## config.mk

```make
export PLATFORM = sky130hd
export DESIGN_NAME = sha256_msg_padder_flat
export DESIGN_NICKNAME = d
export VERILOG_FILES = /design/src/rtl/sha256_msg_padder_if.sv /design/src/rtl/sha256_msg_padder.sv /design/src/flat_wrapper.sv
export SDC_FILE = /design/constraint.sdc
export NUM_CORES = 1
export LEC_CHECK = 0
export CAP_MARGIN = 5
export CELL_PAD_IN_SITES_DETAIL_PLACEMENT = 1
export CELL_PAD_IN_SITES_GLOBAL_PLACEMENT = 1
export CORE_UTILIZATION = 36
export DETAILED_ROUTE_END_ITERATION = 6
export PLACE_DENSITY = 0.76
export SETUP_SLACK_MARGIN = 0.1
export SYNTH_ARGS = -nofsm -noshare
export SYNTH_HDL_FRONTEND = slang
export SYNTH_SLANG_ARGS = --single-unit
```

## constraint.sdc

```tcl
create_clock -name clk -period 2.55 [get_ports clk]
set_input_delay 0.51 -clock clk [delete_from_list [all_inputs] [get_ports clk]]
set_output_delay 0.51 -clock clk [all_outputs]
set_load 0.03 [all_outputs]
```

## src/rtl/sha256_msg_padder_if.sv

```systemverilog
// Message-stream and SHA-256 core handshake bundle for the message padder.
interface sha256_msg_padder_if;
    logic [31:0] in_data;
    logic        in_valid;
    logic        in_last;
    logic [2:0]  in_nbytes;
    logic        in_ready;
    logic [31:0] wrapper_data;
    logic        wrapper_data_valid;
    logic        wrapper_data_request;
    logic        core_start;
    logic        core_first;
    logic        core_done;
    logic        busy;
    logic        msg_done;
    logic        err_nbytes;

    modport master (
        input  in_data, in_valid, in_last, in_nbytes, wrapper_data_request, core_done,
        output in_ready, wrapper_data, wrapper_data_valid, core_start, core_first,
               busy, msg_done, err_nbytes
    );

    modport slave (
        output in_data, in_valid, in_last, in_nbytes, wrapper_data_request, core_done,
        input  in_ready, wrapper_data, wrapper_data_valid, core_start, core_first,
               busy, msg_done, err_nbytes
    );
endinterface

```

## src/rtl/sha256_msg_padder.sv

```systemverilog
// SHA-256 message padder: turns a byte-counted word stream into padded 512-bit blocks,
// handing them to the core 16 words at a time with a start/done handshake per block.
module sha256_msg_padder #(
    parameter int unsigned LEN_W = 32
) (
    input  logic                 clk,
    input  logic                 reset,
    sha256_msg_padder_if.master  bus
);
    localparam int unsigned WCNT_W = 5;
    localparam int unsigned WORD_W = 32;

    typedef enum logic [2:0] {
        S_IDLE, S_START, S_DATA, S_ZERO, S_LEN, S_DRAIN, S_WAIT
    } state_t;

    state_t              state_q, state_d;
    logic [WORD_W-1:0]   out_q, out_d;
    logic                out_v_q, out_v_d;
    logic [WCNT_W-1:0]   wcnt_q, wcnt_d;
    logic [LEN_W-1:0]    byte_cnt_q, byte_cnt_d;
    logic                pad_pending_q, pad_pending_d;
    logic                len_pending_q, len_pending_d;
    logic                msg_fin_q, msg_fin_d;
    logic                last_blk_q, last_blk_d;
    logic                first_q, first_d;
    logic                msg_done_q, msg_done_d;
    logic                err_q, err_d;

    logic                xfer_c, load_ok_c, in_ready_c, accept_c, bad_nb_c, load_c;
    logic [WCNT_W-1:0]   wcnt_inc_c;
    logic [2:0]          nb_c;
    logic [WORD_W-1:0]   last_word_c, load_data_c;
    logic [63:0]         bit_len_c;

    // Where to go once the 0x80 byte sits at word position w-1.
    function automatic state_t route_f(input logic [WCNT_W-1:0] w);
        if (w == WCNT_W'(14))      return S_LEN;
        else if (w == WCNT_W'(16)) return S_DRAIN;
        else                       return S_ZERO;
    endfunction

    assign xfer_c     = out_v_q & bus.wrapper_data_request;
    assign load_ok_c  = ~out_v_q | xfer_c;
    assign wcnt_inc_c = wcnt_q + WCNT_W'(1);
    assign nb_c       = (bus.in_nbytes > 3'd4) ? 3'd4 : bus.in_nbytes;
    assign bit_len_c  = 64'({byte_cnt_q, 3'b000});
    assign in_ready_c = (state_q == S_DATA) && !pad_pending_q && load_ok_c
                        && (wcnt_q < WCNT_W'(16));
    assign accept_c   = bus.in_valid & in_ready_c;
    assign bad_nb_c   = (bus.in_nbytes > 3'd4) | (!bus.in_last & (bus.in_nbytes != 3'd4));

    // Final partial word: keep the valid bytes, append 0x80, clear the rest.
    always_comb begin
        last_word_c = bus.in_data;
        case (nb_c)
            3'd0:    last_word_c = 32'h8000_0000;
            3'd1:    last_word_c = {bus.in_data[31:24], 24'h80_0000};
            3'd2:    last_word_c = {bus.in_data[31:16], 16'h8000};
            3'd3:    last_word_c = {bus.in_data[31:8], 8'h80};
            default: last_word_c = bus.in_data;
        endcase
    end

    always_comb begin
        state_d       = state_q;
        wcnt_d        = wcnt_q;
        byte_cnt_d    = byte_cnt_q;
        pad_pending_d = pad_pending_q;
        len_pending_d = len_pending_q;
        msg_fin_d     = msg_fin_q;
        last_blk_d    = last_blk_q;
        first_d       = first_q;
        msg_done_d    = 1'b0;
        err_d         = err_q | (accept_c & bad_nb_c);
        load_c        = 1'b0;
        load_data_c   = '0;

        if (accept_c) begin
            byte_cnt_d = byte_cnt_q + LEN_W'(nb_c);
        end

        unique case (state_q)
            S_IDLE: begin
                if (bus.in_valid) begin
                    state_d = S_START;
                    first_d = 1'b1;
                end
            end
            S_START: begin
                wcnt_d = '0;
                if (msg_fin_q) begin
                    len_pending_d = 1'b0;
                    state_d       = S_ZERO;
                end else begin
                    state_d = S_DATA;
                end
            end
            S_DATA: begin
                if (pad_pending_q) begin
                    if (load_ok_c) begin
                        load_c        = 1'b1;
                        load_data_c   = 32'h8000_0000;
                        wcnt_d        = wcnt_inc_c;
                        pad_pending_d = 1'b0;
                        msg_fin_d     = 1'b1;
                        len_pending_d = wcnt_inc_c > WCNT_W'(14);
                        state_d       = route_f(wcnt_inc_c);
                    end
                end else if (accept_c) begin
                    load_c = 1'b1;
                    wcnt_d = wcnt_inc_c;
                    if (!bus.in_last || nb_c == 3'd4) begin
                        load_data_c   = bus.in_data;
                        pad_pending_d = bus.in_last;
                        if (wcnt_inc_c == WCNT_W'(16)) state_d = S_DRAIN;
                    end else begin
                        load_data_c   = last_word_c;
                        msg_fin_d     = 1'b1;
                        len_pending_d = wcnt_inc_c > WCNT_W'(14);
                        state_d       = route_f(wcnt_inc_c);
                    end
                end
            end
            S_ZERO: begin
                if (load_ok_c) begin
                    load_c = 1'b1;
                    wcnt_d = wcnt_inc_c;
                    if (wcnt_inc_c == WCNT_W'(16)) begin
                        state_d = S_DRAIN;
                    end else if (wcnt_inc_c == WCNT_W'(14) && !len_pending_q) begin
                        state_d = S_LEN;
                    end
                end
            end
            S_LEN: begin
                if (load_ok_c) begin
                    load_c = 1'b1;
                    wcnt_d = wcnt_inc_c;
                    if (wcnt_q == WCNT_W'(14)) begin
                        load_data_c = bit_len_c[63:32];
                    end else begin
                        load_data_c = bit_len_c[31:0];
                        last_blk_d  = 1'b1;
                        state_d     = S_DRAIN;
                    end
                end
            end
            S_DRAIN: begin
                if (!out_v_q) state_d = S_WAIT;
            end
            S_WAIT: begin
                if (bus.core_done) begin
                    if (last_blk_q) begin
                        msg_done_d    = 1'b1;
                        state_d       = S_IDLE;
                        byte_cnt_d    = '0;
                        msg_fin_d     = 1'b0;
                        last_blk_d    = 1'b0;
                        len_pending_d = 1'b0;
                        pad_pending_d = 1'b0;
                        first_d       = 1'b0;
                    end else begin
                        state_d = S_START;
                        first_d = 1'b0;
                    end
                end
            end
            default: state_d = S_IDLE;
        endcase

        out_d   = load_c ? load_data_c : out_q;
        out_v_d = load_c | (out_v_q & ~xfer_c);
    end

    always_ff @(posedge clk or posedge reset) begin
        if (reset) begin
            state_q       <= S_IDLE;
            out_q         <= '0;
            out_v_q       <= 1'b0;
            wcnt_q        <= '0;
            byte_cnt_q    <= '0;
            pad_pending_q <= 1'b0;
            len_pending_q <= 1'b0;
            msg_fin_q     <= 1'b0;
            last_blk_q    <= 1'b0;
            first_q       <= 1'b0;
            msg_done_q    <= 1'b0;
            err_q         <= 1'b0;
        end else begin
            state_q       <= state_d;
            out_q         <= out_d;
            out_v_q       <= out_v_d;
            wcnt_q        <= wcnt_d;
            byte_cnt_q    <= byte_cnt_d;
            pad_pending_q <= pad_pending_d;
            len_pending_q <= len_pending_d;
            msg_fin_q     <= msg_fin_d;
            last_blk_q    <= last_blk_d;
            first_q       <= first_d;
            msg_done_q    <= msg_done_d;
            err_q         <= err_d;
        end
    end

    assign bus.in_ready           = in_ready_c;
    assign bus.wrapper_data       = out_q;
    assign bus.wrapper_data_valid = out_v_q;
    assign bus.core_start         = (state_q == S_START);
    assign bus.core_first         = first_q & (state_q == S_START);
    assign bus.busy               = (state_q != S_IDLE);
    assign bus.msg_done           = msg_done_q;
    assign bus.err_nbytes         = err_q;
endmodule

```

## src/flat_wrapper.sv

```systemverilog
// flat-port wrapper written by rule: the top's interface ports become plain ports
module sha256_msg_padder_flat 
#(
    parameter int unsigned LEN_W = 32
)
  (clk, reset, bus_in_data, bus_in_valid, bus_in_last, bus_in_nbytes, bus_wrapper_data_request, bus_core_done, bus_in_ready, bus_wrapper_data, bus_wrapper_data_valid, bus_core_start, bus_core_first, bus_busy, bus_msg_done, bus_err_nbytes);
  sha256_msg_padder_if bus_i ();
  input  logic clk;
  input  logic reset;
  input wire logic [$bits(bus_i.in_data)-1:0] bus_in_data;
  input wire logic [$bits(bus_i.in_valid)-1:0] bus_in_valid;
  input wire logic [$bits(bus_i.in_last)-1:0] bus_in_last;
  input wire logic [$bits(bus_i.in_nbytes)-1:0] bus_in_nbytes;
  input wire logic [$bits(bus_i.wrapper_data_request)-1:0] bus_wrapper_data_request;
  input wire logic [$bits(bus_i.core_done)-1:0] bus_core_done;
  output wire logic [$bits(bus_i.in_ready)-1:0] bus_in_ready;
  output wire logic [$bits(bus_i.wrapper_data)-1:0] bus_wrapper_data;
  output wire logic [$bits(bus_i.wrapper_data_valid)-1:0] bus_wrapper_data_valid;
  output wire logic [$bits(bus_i.core_start)-1:0] bus_core_start;
  output wire logic [$bits(bus_i.core_first)-1:0] bus_core_first;
  output wire logic [$bits(bus_i.busy)-1:0] bus_busy;
  output wire logic [$bits(bus_i.msg_done)-1:0] bus_msg_done;
  output wire logic [$bits(bus_i.err_nbytes)-1:0] bus_err_nbytes;
  assign bus_i.in_data = bus_in_data;
  assign bus_i.in_valid = bus_in_valid;
  assign bus_i.in_last = bus_in_last;
  assign bus_i.in_nbytes = bus_in_nbytes;
  assign bus_i.wrapper_data_request = bus_wrapper_data_request;
  assign bus_i.core_done = bus_core_done;
  assign bus_in_ready = bus_i.in_ready;
  assign bus_wrapper_data = bus_i.wrapper_data;
  assign bus_wrapper_data_valid = bus_i.wrapper_data_valid;
  assign bus_core_start = bus_i.core_start;
  assign bus_core_first = bus_i.core_first;
  assign bus_busy = bus_i.busy;
  assign bus_msg_done = bus_i.msg_done;
  assign bus_err_nbytes = bus_i.err_nbytes;
  sha256_msg_padder #(.LEN_W(LEN_W)) u_core (.clk(clk), .reset(reset), .bus(bus_i));
endmodule
```

======== Yosys cells after proc, flatten, opt, wreduce, memory -nomap -nowiden ========
Index checks and enable logic that the tools add are counted.
word-level totals
  logic and storage cells ................. 146
  input port bits ......................... 41
  bits in registers ....................... 80
operators by class
  multiplexer cells ....................... 66
  equality and inequality tests ........... 27
  reduce and logical (&&, ||, !) cells .... 24
  bitwise gates (word level) .............. 12
  $add $sub $neg .......................... 2
  magnitude comparators ................... 3
operators with widths
  operator              count
  $mux W32              10
  $pmux W32 S4          1
  $pmux W32 S2          1
  $mux W3               16
  $add A32 B3 Y32       1
  $mux W1               27
  $pmux W3 S7           1
  $mux W5               3
  $pmux W5 S3           1
  $eq A3 B2 Y1 const B  4
  $eq A3 B3 Y1 const B  4
  $eq A5 B4 Y1 const B  2
  $pmux W1 S2           5
  $reduce_and A10 Y1    1
  $reduce_bool A3 Y1    3
  $ne A2 B1 Y1 const B  4
  $ne A2 B2 Y1 const B  4
  $reduce_and A7 Y1     1
  $and A1 B1 Y1         6
  $eq A3 B1 Y1 const B  2
  $logic_not A3 Y1      2
  $ne A3 B1 Y1 const B  2
  $ne A3 B3 Y1 const B  2
  $reduce_and A3 Y1     2
  other kinds (18)      29

======== Depth between registers and ports, before layout ========
Gate-level depths: netlist (run 1).
  depth in word-level cells ............... 9
  mapped depth ............................ 9
  mapped depth without buffers ............ 8

======== Worst setup path after synthesis (run 1) ========
No wires, ideal clock.
  kind .................................... input port to flip-flop
  from .................................... input port bus_in_nbytes[0]
  to ...................................... register u_core.byte_cnt_q[30]
  setup time .............................. 132 ps
  path slack .............................. 314 ps
  arrival ................................. 2105 ps
  stages .................................. 9
  cells stage by stage .................... nor2b_1 > ha_1 > fa_1 > a21oi_1 > or4_4 > buf_6 > nor4_2 > xnor2_1 > nor2_1
between the ends
  word-level cells in the longest chain between the ends .. 7
RTL lines
  what                             line                      text
  from (decl)                      flat_wrapper.sv:13        input wire logic [$bits(bus_i.in_nbytes)-1:0] bus_in_nbytes;
  $gt A3 B3 Y1                     sha256_msg_padder.sv:46   assign nb_c = (bus.in_nbytes > 3'd4) ? 3'd4 : bus.in_nbytes;
  $mux W3 (*)                      sha256_msg_padder.sv:46
  $add A32 B3 Y32 (*)              sha256_msg_padder.sv:80   byte_cnt_d = byte_cnt_q + LEN_W'(nb_c);
  $mux W32 (*)                     sha256_msg_padder.sv:79   if (accept_c) begin
  $mux W32                         sha256_msg_padder.sv:154  if (last_blk_q) begin
  $mux W32                         sha256_msg_padder.sv:153  if (bus.core_done) begin
  $mux W32 (*)                     sha256_msg_padder.sv:83   unique case (state_q)
  named net u_core.byte_cnt_d[30]  sha256_msg_padder.sv:21   logic [LEN_W-1:0] byte_cnt_q, byte_cnt_d;
  to (signal assigned)             sha256_msg_padder.sv:195  byte_cnt_q <= byte_cnt_d;
  to (decl)                        sha256_msg_padder.sv:21
Mark *: on every way through the listed nets, which the timed path passes. The rest lies on a longest branch.
A chain may end at the register's enable or synchronous reset.

======== Worst setup path after layout (run 1) ========
  from .................................... register u_core.state_q[0]
  to ...................................... output port bus_busy
between the ends
  word-level cells in the longest chain between the ends .. 1
RTL lines
  what                    line                      text
  from (decl)             sha256_msg_padder.sv:17   state_t state_q, state_d;
  from (signal assigned)  sha256_msg_padder.sv:191  state_q <= state_d;
  $reduce_bool A3 Y1      sha256_msg_padder.sv:211  assign bus.busy = (state_q != S_IDLE);
  to (decl)               flat_wrapper.sv:21        output wire logic [$bits(bus_i.busy)-1:0] bus_busy;
No other way between the ends.

==> results of run 1 <==
## power by group through the flow
stage | logic (mW) | clock network [mW] | registers [mW]
6_report | 2.87 | 1.31 | 1.88
5_1_grt | 3.09 | 1.38 | 1.92
3_5_place_dp | 2.86 | 0 | 1.89
2_1_floorplan | 1.25 | 0 | 2.26
4_1_cts | 2.88 | 1.33 | 1.87
3_3_place_gp | 2.79 | 0 | 1.87
## logic make-up (layout without fill, tap and decap cells)
family | count (synthesis) | count (layout) | synth area share
DFF | 80 | 80 | 0.460
adders and majority gates | 7 | 7 | 0.0219
buffers and inverters | 71 | 173 | 0.0650
muxes | 4 | 4 | 0.00949
xor gates and xnor gates | 22 | 22 | 0.0443
and+or+nand+nor | 160 | 161 | 0.210
AOI/OAI and AO/OA | 113 | 113 | 0.189
## per-layer routing
| layer | share of wire | GRT usage | routed length (um) | vias to the layer above |
|---|---|---|---|---|
| met3 | 0.032 | 0.0403 | 442 | 12 |
| met4 | 0.018 | 0.0782 | 243 | 0 |
| met2 | 0.51 | 0.387 | 6920 | 89 |
| met1 | 0.44 | 0.296 | 6030 | 2027 |
| met5 | 0 | 0 | 0 | - |
| li1 | - | - | - | 1880 |
## critical path, cell delays in order, from the launching register on
cell and delay, ns:
dfrtp_1 0.41, buf_4 0.20, or3_1 0.37, clkdlybuf4s50_1 0.60
## cells in the mapped netlist, types with 9 or more instances
cell	count	area [um2]
nor2b_1	9	56.3
dfrtp_1	80	2000
nand3_1	18	90.1
a222oi_1	28	280
nand2_1	17	63.8
clkbuf_1	23	86.3
nor3_1	13	65.1
inv_1	40	150
nor2_1	44	165
o21ai_0	23	115
xnor2_1	19	166
a21oi_1	25	125
## layout make-up
cell class | instances | area share
well taps | 143 | 0.0303
inverters | 40 | 0.0261
flip-flops and latches | 80 | 0.339
multi-input cells | 307 | 0.363
repair buffers | 117 | 0.190
clock inverters | 2 | 0.00636
clock buffers | 14 | 0.0447
## cell usage in the layout, fill, tap and decap left out, types with 4 or more instances in the layout
master,instances
dfrtp_1,80
clkdlybuf4s50_1,73
nor2_1,43
inv_1,39
buf_4,35
a222oi_1,28
a21oi_1,24
o21ai_0,23
xnor2_1,19
nand3_1,18
nand2_1,17
nor3_1,12
clkbuf_16,9
nand2b_1,8
nand4_1,8
or3_1,8
nor2b_1,7
o31ai_1,7
nor4_4,5
ha_1,5
a21o_1,4
a31oi_1,4
a221o_1,4
nor4_1,4
dlygate4sd2_1,4
buf_12,4
## metrics by stage
stage	utilization	instance area, um2	setup WS, ns	std cells	power [mW]
finish	0.508	5900	0.132	703	6.05
global route	0.508	5900	0.105	703	6.39
CTS	0.507	5890	0.0783	703	6.08
detailed placement	0.475	5510	-0.442	684	4.75
global placement	0.475	5510	-0.257	684	4.66
floorplan	-	4350	0.314	457	3.51
## sequential cells by signal, summed over array words and instances, names as in the netlist
name	count
u_core.bus.wrapper_data_valid	1
u_core.bus.msg_done	1
u_core.pad_pending_q	1
u_core.state_q	3
u_core.bus.err_nbytes	1
u_core.wcnt_q	5
u_core.len_pending_q	1
u_core.last_blk_q	1
u_core.bus.wrapper_data	32
u_core.first_q	1
u_core.byte_cnt_q	32
u_core.msg_fin_q	1
## worst min path at each step
stage | startpoint | end | slack, ns
5_1_grt | u_core.bus.err_nbytes$_DFF_PP0_ | u_core.bus.err_nbytes$_DFF_PP0_ | 0.51
4_1_cts | u_core.bus.err_nbytes$_DFF_PP0_ | u_core.bus.err_nbytes$_DFF_PP0_ | 0.49
3_5_place_dp | u_core.bus.wrapper_data[9]$_DFFE_PP0P_ | u_core.bus.wrapper_data[9]$_DFFE_PP0P_ | 0.48
6_report | u_core.msg_fin_q$_DFFE_PP0P_ | u_core.msg_fin_q$_DFFE_PP0P_ | 0.49
3_3_place_gp | u_core.msg_fin_q$_DFFE_PP0P_ | u_core.msg_fin_q$_DFFE_PP0P_ | 0.47
2_1_floorplan | u_core.msg_fin_q$_DFFE_PP0P_ | u_core.msg_fin_q$_DFFE_PP0P_ | 0.45
## what timing repair did
item,in CTS,in global routing
buffers inserted,2,0
setup endpoints to repair,13,9
resized for setup,16,2
cloned,1,0
pin swaps,4,3
==> impl_metrics.env, run 1 <==
export IMPL_die_area_um2=12500
export IMPL_p_seq_frac=0.310
export IMPL_r2r_cells=6
export IMPL_clk_path_buf_depth=2
export IMPL_synthDistinctLibCells=58
export IMPL_fillers=1291
export IMPL_setup_violations_final=0
export IMPL_seq_area_um2=2000
export IMPL_grt_setup_unrepaired="false"
export IMPL_h_tree_depth=3
export IMPL_finalCritPeriodShare=0.948
export IMPL_grt_max_degree=81
export IMPL_root_buffer="clkbuf_16"
export IMPL_syn_num_nets=505
export IMPL_synth_ff_type="dfrtp_1"
export IMPL_synth_cells=457
export IMPL_seq_area_frac_synth=0.460
export IMPL_crit_end="bus_busy"
export IMPL_grt_usage=0.229
export IMPL_clk_latency_ns=0.33
export IMPL_max_slew_margin_rel=0.608
export IMPL_drtIter0Drc=283
export IMPL_hold_violations=0
export IMPL_core_area_um2=11600
export IMPL_start_util=0.375
export IMPL_cp_end_kind="primary output"
export IMPL_antenna_found_initial=0
export IMPL_status="complete, but fails checks"
export IMPL_cts_tree="yes"
export IMPL_cts_hold_fix_buffers=0
export IMPL_hold_depth=2
export IMPL_power_density_nw_per_um2=1030
export IMPL_cts_sinks=80
export IMPL_min_period_ns=2.42
export IMPL_p_int_mw=3.61
export IMPL_io_buffer_count=79
export IMPL_switching_power_mw=2.44
export IMPL_peakVddDrop_mv=0.487
export IMPL_numCtsBuffers=9
export IMPL_clk_pin_slew_worst_paths_ns=0.06
export IMPL_grt_pass1_wl_mm=22.6
export IMPL_setup_tns_ns=0
export IMPL_crit_arrival_ns=1.91
export IMPL_yosys_warnings=0
export IMPL_via_per_inst=5.70
export IMPL_startpoint="u_core.state_q[0]$_DFFE_PP0P_"
export IMPL_violations="design-rule violations"
export IMPL_die_h_um=112
export IMPL_start_kind="flip-flop"
export IMPL_r2r_end="u_core.byte_cnt_q[25]$_DFF_PP0_"
export IMPL_first_pass_iters=7
export IMPL_finClkSkew_ns=0.00397
export IMPL_via_count=4008
export IMPL_min_path_type="reg -> reg"
export IMPL_pwr_share_comb=0.474
export IMPL_nets=603
export IMPL_grt_overflow_total=0
export IMPL_ys_ff_latch=80
export IMPL_hold_ws_ns=0.485
export IMPL_regToRegSetupSlack_ns=0.21
export IMPL_multi_input_comb_area_um2=2140
export IMPL_critical_path_class="reg -> out"
export IMPL_cp_max_fo=14
export IMPL_synthesis_area_um2=4350
export IMPL_finalMaxSlewViolations=0
export IMPL_p_leak_nw=2.73
export IMPL_routed_wl_mm=13.6
export IMPL_worstReg2RegStart="u_core.state_q[0]$_DFFE_PP0P_"
export IMPL_cap_viol_max_count=0
export IMPL_p_sw_frac=0.403
export IMPL_ios=80
export IMPL_drc_errors=7
export IMPL_syn2layout_area_growth_pct=35.6
export IMPL_die_w_um=112
export IMPL_worstPathRequired_ns=2.04
export IMPL_grt_pass1_vias=4164
export IMPL_drive_above_1_share=0.134
export IMPL_gp_congestion=0.896
export IMPL_synth_edff_count=0
export IMPL_async_flop_share=1.00
export IMPL_clockPowerShare=0.216
export IMPL_max_freq_mhz=414
export IMPL_rows=39
export IMPL_avgSynthCellArea_um2=9.52
export IMPL_wire_per_inst_um=19.4
export IMPL_ant_nets=0
export IMPL_diodes=0
export IMPL_worst_pin_slew_ns=0.586
export IMPL_dp_hpwl_mm=9.44
(Power assumes the default switching activity.)
==> run 2: changes to the inputs <==
- CTS_CLUSTER_SIZE: default -> 8
==> results of run 2 <==
Same layout as run 1: the final DEF is identical, and so are final timing and power.
==> run 3: changes to the inputs <==
- CORE_MARGIN: default -> 2
==> run 3 against run 2 <==
Against the previous run:
- the flow now finishes without violations
- fmax is 1.4% higher
- via count is 1.0% higher
- worst hold slack worse by 0.014 ns
- cell area hardly changed
- global-route usage is 0.74 points lower
- combinational power is 3% lower
- sequential power hardly changed
- worst setup slack better by 0.032 ns
- largest cell class unchanged
==> impl_metrics.env, run 3 (synthesized netlist as in run 1, its figures left out) <==
export IMPL_status="finished, final reports clean"
export IMPL_crit_cells=4
export IMPL_worst_pin_slew_ns=0.643
export IMPL_critical_path_top_delay_family="simple AND/OR/NAND/NOR gates"
export IMPL_antenna_found_initial=0
export IMPL_rows=40
export IMPL_finalCritPeriodShare=0.936
export IMPL_cp_end_kind="primary output"
export IMPL_min_period_ns=2.39
export IMPL_syn2layout_area_growth_pct=35.7
export IMPL_first_pass_iters=5
export IMPL_use_met1=0.288
export IMPL_min_path_type="reg -> reg"
export IMPL_grt_max_degree=40
export IMPL_place_ws_ns=-0.414
export IMPL_nets=601
export IMPL_r2r_cells=5
export IMPL_gp_congestion=0.894
export IMPL_h_tree_depth=3
export IMPL_worstPathRequired_ns=2.04
export IMPL_clk_path_buf_depth=2
export IMPL_ios=80
export IMPL_start_kind="flip-flop"
export IMPL_cp_slowest_cell="or4b_4"
export IMPL_via_per_inst=5.74
export IMPL_grt_pass1_vias=4367
export IMPL_critical_path_class="reg -> out"
export IMPL_ant_nets=0
export IMPL_diodes=0
export IMPL_hold_violations=0
export IMPL_cpPeakStageDelay_ns=0.61
export IMPL_power_density_nw_per_um2=1040
export IMPL_max_freq_mhz=419
export IMPL_setup_tns_ns=0
export IMPL_totalPowerFinal_mw=6.13
export IMPL_numCtsBuffers=9
export IMPL_finClkSkew_ns=0.00719
export IMPL_start_util=0.365
export IMPL_routed_wl_mm=13.7
export IMPL_setup_violations_final=0
export IMPL_clk_pin_slew_worst_paths_ns=0.06
export IMPL_io_buffer_count=79
export IMPL_drive_above_1_share=0.136
export IMPL_max_slew_margin_rel=0.570
export IMPL_drc_errors=0
export IMPL_grt_usage=0.222
export IMPL_die_area_um2=13000
export IMPL_finalMaxSlewViolations=0
export IMPL_layout_common_cells="dfrtp_1 (79), clkdlybuf4s50_1 (72), nor2_1 (43)"
export IMPL_cap_viol_max_count=0
export IMPL_cts_hold_fix_buffers=0
export IMPL_cts_sinks=80
export IMPL_cp_max_fo=9
export IMPL_drtIter0Drc=338
export IMPL_die_h_um=114
export IMPL_crit_buf_inv=2
export IMPL_final_common_cell="dfrtp_1"
export IMPL_root_buffer="clkbuf_16"
export IMPL_via_count=4050
export IMPL_setup_ws_ns=0.164
export IMPL_crit_arrival_ns=1.88
export IMPL_clk_latency_ns=0.35
export IMPL_post_cts_buffers=0
export IMPL_wire_per_inst_um=19.4
export IMPL_die_w_um=114
export IMPL_core_area_um2=11900
export IMPL_cts_tree="yes"
export IMPL_grt_pass1_wl_mm=22.7
export IMPL_placed_cells=688
export IMPL_hold_depth=1
export IMPL_peakVddDrop_mv=0.379
export IMPL_met2_usage=0.367
export IMPL_grt_setup_unrepaired="false"
export IMPL_fillers=1333
export IMPL_gr_max_usage_layer="met2"
export IMPL_grt_overflow_total=0
export IMPL_path_cells="or4b_4 > nor3_1 > buf_4 > buf_12"
export IMPL_p_leak_nw=2.72
export IMPL_grtUsageMet3=0.0351
export IMPL_dp_hpwl_mm=9.65
export IMPL_fin_cells=705
==> run 3: layout make-up <==
cell class,count,area [um2],share of cell area
Clock buffer,12,256,0.0434
Clock inverter,4,76.3,0.0129
Sequential cell,80,2000,0.339
Tap cell,147,184,0.0312
Timing Repair Buffer,115,1090,0.184
Inverter,40,154,0.0261
Multi-Input combinational cell,307,2140,0.363
==> run 3: report_power, final <==
part / leakage (nW) / internal, mW / switching, mW / total [mW]
Sequential: 1.08 / 1.59 / 0.311 / 1.91
Combinational: 1.48 / 1.15 / 1.62 / 2.77
Clock: 0.159 / 0.913 / 0.537 / 1.45
Total: 2.72 / 3.66 / 2.47 / 6.13
==> run 3: layer usage <==
layer,vias up,wire [um]
met5,-,0
met4,0,334
met3,24,564
met2,106,6730
met1,2041,6070
li1,1879,-
==> run 3: what timing repair did <==
action,4_1_cts,5_1_grt
setup endpoints to repair,14,7
pin swaps,1,1
gates resized for setup,18,2
gates cloned,1,0
==> run 3: worst paths after layout <==
path                                                       from  slack [ns]                                 endpoint
worst max-delay path              u_core.state_q[0]$_DFFE_PP0P_        0.16                             bus_in_ready
worst min-delay path            u_core.bus.err_nbytes$_DFF_PP0_        0.47          u_core.bus.err_nbytes$_DFF_PP0_
worst max register to register    u_core.state_q[0]$_DFFE_PP0P_        0.18          u_core.byte_cnt_q[30]$_DFF_PP0_
worst min register to register  u_core.bus.err_nbytes$_DFF_PP0_        0.47          u_core.bus.err_nbytes$_DFF_PP0_
max in group asynchronous                                 reset        1.41            u_core.last_blk_q$_DFFE_PP0P_
min in group asynchronous                                 reset        0.57  u_core.bus.wrapper_data[15]$_DFFE_PP0P_
==> run 3: through the flow <==
step                hold WS, ns   util  instance area [um2]
detailed placement        0.454  0.462                 5500
finish                    0.471  0.496                 5900
floorplan                 0.451      -                 4350
CTS                       0.465  0.495                 5900
global placement          0.452  0.462                 5500
global route              0.487  0.496                 5900
